[src/rtl/seven_seg_pkg.sv]
// rtl/seven_seg_pkg.sv - shared types and constants for the seven-segment word presenter
package seven_seg_pkg;

    localparam int NIBBLE_W = 4;
    localparam int WORD_W   = 16;

    // 0.5 s dwell and 0.1 s blank gap at a 25 MHz clock
    localparam int DEFAULT_DWELL_CYCLES = 12_500_000;
    localparam int DEFAULT_GAP_CYCLES   = 2_500_000;

    typedef enum logic [1:0] {
        IDLE    = 2'd0,
        SHOW_HI = 2'd1,
        GAP     = 2'd2,
        SHOW_LO = 2'd3
    } state_e;

    function automatic int max_int(input int a, input int b);
        return (a > b) ? a : b;
    endfunction

endpackage

[src/rtl/seg_dwell_timer.sv]
// rtl/seg_dwell_timer.sv - dwell counter with clear/enable and a terminal-count done flag
module seg_dwell_timer #(
    parameter int CNT_W = 4
) (
    input  logic             clk,
    input  logic             rst_n,
    input  logic             clear,
    input  logic             enable,
    input  logic [CNT_W-1:0] term_cnt,
    output logic             done
);

    logic [CNT_W-1:0] count_q;
    logic [CNT_W-1:0] count_d;

    assign done = enable && (count_q == term_cnt);

    // Saturates at the terminal count so a missed clear can never wrap.
    always_comb begin
        count_d = count_q;
        if (clear) begin
            count_d = '0;
        end else if (enable && !done) begin
            count_d = count_q + CNT_W'(1);
        end
    end

    always_ff @(posedge clk or negedge rst_n) begin
        if (!rst_n) begin
            count_q <= '0;
        end else begin
            count_q <= count_d;
        end
    end

endmodule

[src/rtl/seven_seg_word_presenter.sv]
// rtl/seven_seg_word_presenter.sv - shows a 16-bit word as high then low byte on two digits
// Optional blank gap between the bytes is enabled by defining SEVSEG_GAP_EN.
module seven_seg_word_presenter
    import seven_seg_pkg::*;
#(
    parameter int DWELL_CYCLES = DEFAULT_DWELL_CYCLES,
    parameter int GAP_CYCLES   = DEFAULT_GAP_CYCLES
) (
    input  logic                clk,
    input  logic                rst_n,
    input  logic                word_valid,
    input  logic [WORD_W-1:0]   word_data,
    output logic                word_ready,
    output logic [NIBBLE_W-1:0] digit_hi,
    output logic [NIBBLE_W-1:0] digit_lo,
    output logic                digit_blank,
    output logic                byte_sel,
    output logic                busy
);

`ifdef SEVSEG_GAP_EN
    localparam int CNT_W = max_int($clog2(DWELL_CYCLES + 1), $clog2(GAP_CYCLES + 1));
`else
    localparam int CNT_W = $clog2(DWELL_CYCLES + 1);
`endif

    localparam logic [CNT_W-1:0] DWELL_TERM = CNT_W'(DWELL_CYCLES - 1);
    localparam logic [CNT_W-1:0] GAP_TERM   = CNT_W'(GAP_CYCLES - 1);

    state_e              state_q, state_d;
    logic [WORD_W-1:0]   word_q, word_d;
    logic [NIBBLE_W-1:0] digit_hi_q, digit_hi_d;
    logic [NIBBLE_W-1:0] digit_lo_q, digit_lo_d;
    logic                blank_q, blank_d;
    logic                byte_sel_q, byte_sel_d;
    logic                busy_q, busy_d;
    logic                ready_q, ready_d;

    logic                tmr_clear;
    logic                tmr_done;
    logic [CNT_W-1:0]    tmr_term;

    // The GAP terminal is only ever selected when the GAP state is reachable.
    assign tmr_term = (state_q == GAP) ? GAP_TERM : DWELL_TERM;

    seg_dwell_timer #(
        .CNT_W (CNT_W)
    ) u_dwell_timer (
        .clk      (clk),
        .rst_n    (rst_n),
        .clear    (tmr_clear),
        .enable   (busy_q),
        .term_cnt (tmr_term),
        .done     (tmr_done)
    );

    always_comb begin
        state_d    = state_q;
        word_d     = word_q;
        digit_hi_d = digit_hi_q;
        digit_lo_d = digit_lo_q;
        blank_d    = blank_q;
        byte_sel_d = byte_sel_q;
        busy_d     = busy_q;
        ready_d    = ready_q;
        tmr_clear  = 1'b0;

        case (state_q)
            IDLE: begin
                if (word_valid && ready_q) begin
                    state_d    = SHOW_HI;
                    word_d     = word_data;
                    digit_hi_d = word_data[15:12];
                    digit_lo_d = word_data[11:8];
                    blank_d    = 1'b0;
                    byte_sel_d = 1'b1;
                    busy_d     = 1'b1;
                    ready_d    = 1'b0;
                    tmr_clear  = 1'b1;
                end
            end
            SHOW_HI: begin
                if (tmr_done) begin
                    tmr_clear  = 1'b1;
                    byte_sel_d = 1'b0;
`ifdef SEVSEG_GAP_EN
                    state_d    = GAP;
                    blank_d    = 1'b1;
`else
                    state_d    = SHOW_LO;
                    digit_hi_d = word_q[7:4];
                    digit_lo_d = word_q[3:0];
`endif
                end
            end
`ifdef SEVSEG_GAP_EN
            GAP: begin
                if (tmr_done) begin
                    state_d    = SHOW_LO;
                    digit_hi_d = word_q[7:4];
                    digit_lo_d = word_q[3:0];
                    blank_d    = 1'b0;
                    tmr_clear  = 1'b1;
                end
            end
`endif
            SHOW_LO: begin
                if (tmr_done) begin
                    state_d   = IDLE;
                    busy_d    = 1'b0;
                    ready_d   = 1'b1;
                    tmr_clear = 1'b1;
                end
            end
            default: begin
                state_d    = IDLE;
                blank_d    = 1'b1;
                byte_sel_d = 1'b0;
                busy_d     = 1'b0;
                ready_d    = 1'b1;
                tmr_clear  = 1'b1;
            end
        endcase
    end

    always_ff @(posedge clk or negedge rst_n) begin
        if (!rst_n) begin
            state_q    <= IDLE;
            word_q     <= '0;
            digit_hi_q <= '0;
            digit_lo_q <= '0;
            blank_q    <= 1'b1;
            byte_sel_q <= 1'b0;
            busy_q     <= 1'b0;
            ready_q    <= 1'b1;
        end else begin
            state_q    <= state_d;
            word_q     <= word_d;
            digit_hi_q <= digit_hi_d;
            digit_lo_q <= digit_lo_d;
            blank_q    <= blank_d;
            byte_sel_q <= byte_sel_d;
            busy_q     <= busy_d;
            ready_q    <= ready_d;
        end
    end

    assign word_ready  = ready_q;
    assign digit_hi    = digit_hi_q;
    assign digit_lo    = digit_lo_q;
    assign digit_blank = blank_q;
    assign byte_sel    = byte_sel_q;
    assign busy        = busy_q;

endmodule

[config.mk]
export PLATFORM = sky130hd
export DESIGN_NAME = seven_seg_word_presenter
export DESIGN_NICKNAME = d
export VERILOG_FILES = /design/src/rtl/seven_seg_pkg.sv /design/src/rtl/seg_dwell_timer.sv /design/src/rtl/seven_seg_word_presenter.sv
export SDC_FILE = /design/constraint.sdc
export NUM_CORES = 1
export LEC_CHECK = 0
export ABC_AREA = 1
export BUFFER_PORTS_ARGS = -buffer_cell sky130_fd_sc_hd__buf_2
export CAP_MARGIN = 20
export CORE_UTILIZATION = 59
export DETAILED_ROUTE_END_ITERATION = 12
export PLACE_DENSITY = 0.8
export SYNTH_ARGS = -nofsm -noshare
export SYNTH_HDL_FRONTEND = slang
export SYNTH_SLANG_ARGS = --single-unit
[constraint.sdc]
create_clock -name clk -period 2.7 [get_ports clk]
set_clock_uncertainty 0.15 [all_clocks]
set_input_delay 0.27 -clock clk [delete_from_list [all_inputs] [get_ports clk]]
set_output_delay 0.27 -clock clk [all_outputs]
set_load 0.02 [all_outputs]
==> impl_metrics.csv <==
group,metric,value,unit
layout,drive_above_1_share,0.146,
worst_setup_path,startpoint_type,"register",
clock_network,tritoncts,"yes",
worst_setup_path,critical_path_class,"reg -> reg",
sta,relSlewSlack,0.708,
global_routing,grt_pass1_vias,2327,
routing,totalWireLength,6230,um
clock_network,cts.clk_slew.worst_paths,0.09,ns
synthesis,syn_area_per_cell,7.10,um^2
global_routing,antenna_found_initial,0,
placement,place.gp.congestion,0.941,
die,start_util,0.626,
die,rows,24,
clock_network,worstSkewPairLatency,0.30,ns
sta,final.setup.tns,0,ns
synthesis,synth-seq-area-share,0.414,
routing,ant_nets,0,
sta,finalCritPeriodShare,0.867,
worst_setup_path,r2r-end,"digit_hi[2]$_DFFE_PN0P_",
placement,hpwl,4470,um
layout,antenna_cells,0,
worst_setup_path,cp_slowest_stage_delay,0.62,ns
layout,final_cell_area,3070,um^2
sta,rsz0062_at_grt,"false",
worst_setup_path,crit_fanout,17,
routing,first_pass_iters,9,
worst_setup_path,worstSetupEndpointType,"register",
sta,tightestPinTransition,0.438,ns
die,die_y,70.7,um
global_routing,grt_use_total,0.268,
clock_network,numCtsBuffers,5,
clock_network,clk_path_buf_depth,2,
synthesis,async_flop_share,1.00,
hold_path,hold_class,"in -> reg",
global_routing,grt_pass1_wl,10700,um
placement,port_buffers,30,
worst_setup_path,r2r_cells,10,
layout,layout_common_cells,"nand2_1, inv_1, nor2_1",
die,pin_count,31,
synthesis,ys.warnings.count,0,
status,status,"complete, but fails checks",
status,violations,"DRC",
global_routing,grt_start_max_net_pins,47,
sta,timing.final.hold_violations,0,
hold_path,hold_start,"word_data[2]",
die,die_area,5000,um^2
synthesis,synth_cell_types,32,
placement,pre_cts_ws,0.409,ns
power,leakagePower,0.00153,uW
power,peakVddDrop,0.273,mV
sta,finalWorstSetupSlack,0.359,ns
synthesis,netlist_area,2780,um^2
worst_setup_path,cp_top_family,"simple AND/OR/NAND/NOR gates",
synthesis,syn_inst,392,
layout,layout_commonest_cell,"nand2_1",
layout,final_core_utilization,0.692,
hold_path,worstHoldPathCells,2,
sta,report.final.slew_viol_count,0,
clock_network,clkSinkCount,46,
sta,finalSetupViolCount,0,
synthesis,syn_nets,412,
worst_setup_path,cp.required,2.74,ns
die,fp.coreArea,4440,um^2
worst_setup_path,cp_slowest_cell,"dfrtp_1",
layout,num-nets-final,444,
routing,drcViolationCount,2,
die,die_x,70.7,um
worst_setup_path,cp.depth,10,
synthesis,synth_ff_type,"dfrtp_1",
worst_setup_path,worstPathCellList,"nand2_4 > nand2_1 > nand3_1 > nor2_1 > nand4_1 > or2_1 > nand2_4 > inv_2 > nand2_1 > nand2_1",
layout,syn2layout_area_growth,10.4,%
clock_network,cts_max_level,2,
hold_path,hold_path_end,"word_q[2]$_DFFE_PN0P_",
clock_network,postCtsHoldBufs,0,
routing,first_iter_violations,270,
worst_setup_path,reg2reg_from,"state_q[1]$_DFFE_PN0P_",
clock_network,post_cts_buffers,0,
sta,fin_crit,2.34,ns
synthesis,ys_ff_latch,46,
worst_setup_path,cp_common_cell,"nand2_1",
clock_network,cts_resized,0,
run,maxCapViolCount,0,
global_routing,overflow,0,
synthesis,synth-edff-count,0,
routing,wire_per_inst,13.1,um
worst_setup_path,worstPathArrival,2.39,ns
worst_setup_path,path_buf_inv,1,
clock_network,root_buffer,"clkbuf_8",
placement,dpl_cell_area,2960,um^2
sta,max_freq,0.427,GHz
routing,vias,2584,
worst_setup_path,r2r_setup_slack,0.36,ns
power,p_per_area,371,nW/um^2
routing,vias_per_cell,5.42,
[worst max-delay path by stage]
stage,from,endpoint
after CTS,state_q[1]$_DFFE_PN0P_,u_dwell_timer.count_q[17]$_DFFE_PN0P_
after global placement,state_q[1]$_DFFE_PN0P_,digit_hi[3]$_DFFE_PN0P_
final,state_q[1]$_DFFE_PN0P_,digit_hi[2]$_DFFE_PN0P_
after global routing,state_q[1]$_DFFE_PN0P_,digit_lo[1]$_DFFE_PN0P_
after detailed placement,state_q[1]$_DFFE_PN0P_,digit_hi[2]$_DFFE_PN0P_
after floorplan,u_dwell_timer.count_q[0]$_DFFE_PN0P_,digit_hi[0]$_DFFE_PN0P_
[state kept, by name, indices dropped and copies added (netlist names)]
register	flops
digit_hi	4
digit_lo	4
byte_sel	1
busy	1
state_q	2
word_ready	1
digit_blank	1
u_dwell_timer.count_q	24
word_q	8
[power by group]
part / internal [uW] / total [uW] / switching [uW]
sequential: 688 / 688 / 0
combinational: 12.9 / 29.7 / 16.9
clock: 183 / 421 / 238
[kinds of logic after synthesis]
family	after synthesis	synth area share
adders and majority gates	1	0.00449
DFF	46	0.414
buffers and inverters	73	0.110
AOI/OAI and AO/OA	17	0.0324
muxes	4	0.0162
xor gates and xnor gates	6	0.0189
and+or+nand+nor	245	0.404
[Yosys cell counts (all sizes together), types with 4 or more instances]
cell | number | area, um^2
o21ai | 9 | 45.0
nand4 | 25 | 171
xor2 | 6 | 52.6
nand2 | 112 | 438
buf | 8 | 60.1
nor2 | 58 | 223
a21oi | 6 | 30.0
dfrtp | 44 | 1100
nor3 | 17 | 100
mux2 | 4 | 45.0
nand3 | 29 | 163
inv | 62 | 235
[through the flow]
step	instances	total power [uW]	hold slack, ns
after floorplan	392	702	-0.176
after global placement	467	728	0.300
after detailed placement	467	729	0.304
after CTS	475	1140	0.0285
after global routing	477	1180	0.0500
final	477	1140	0.0494
[cell type report]
class	count	area (um^2)
multi-input cells	273	1320
flip-flops and latches	46	1150
repair buffers	36	210
fillers	403	1370
well taps	52	65.1
clock buffers	6	72.6
inverters	62	235
clock inverters	2	13.8
[per-layer routing]
metal | track usage | up-vias | wire length [um]
met1 | 0.383 | 1164 | 2920
met4 | 0.0711 | 0 | 73
met5 | 0 | - | 0
met3 | 0.0442 | 7 | 430
li1 | - | 1303 | -
met2 | 0.427 | 110 | 2810
Note: power is estimated with default switching activity, not from simulation.
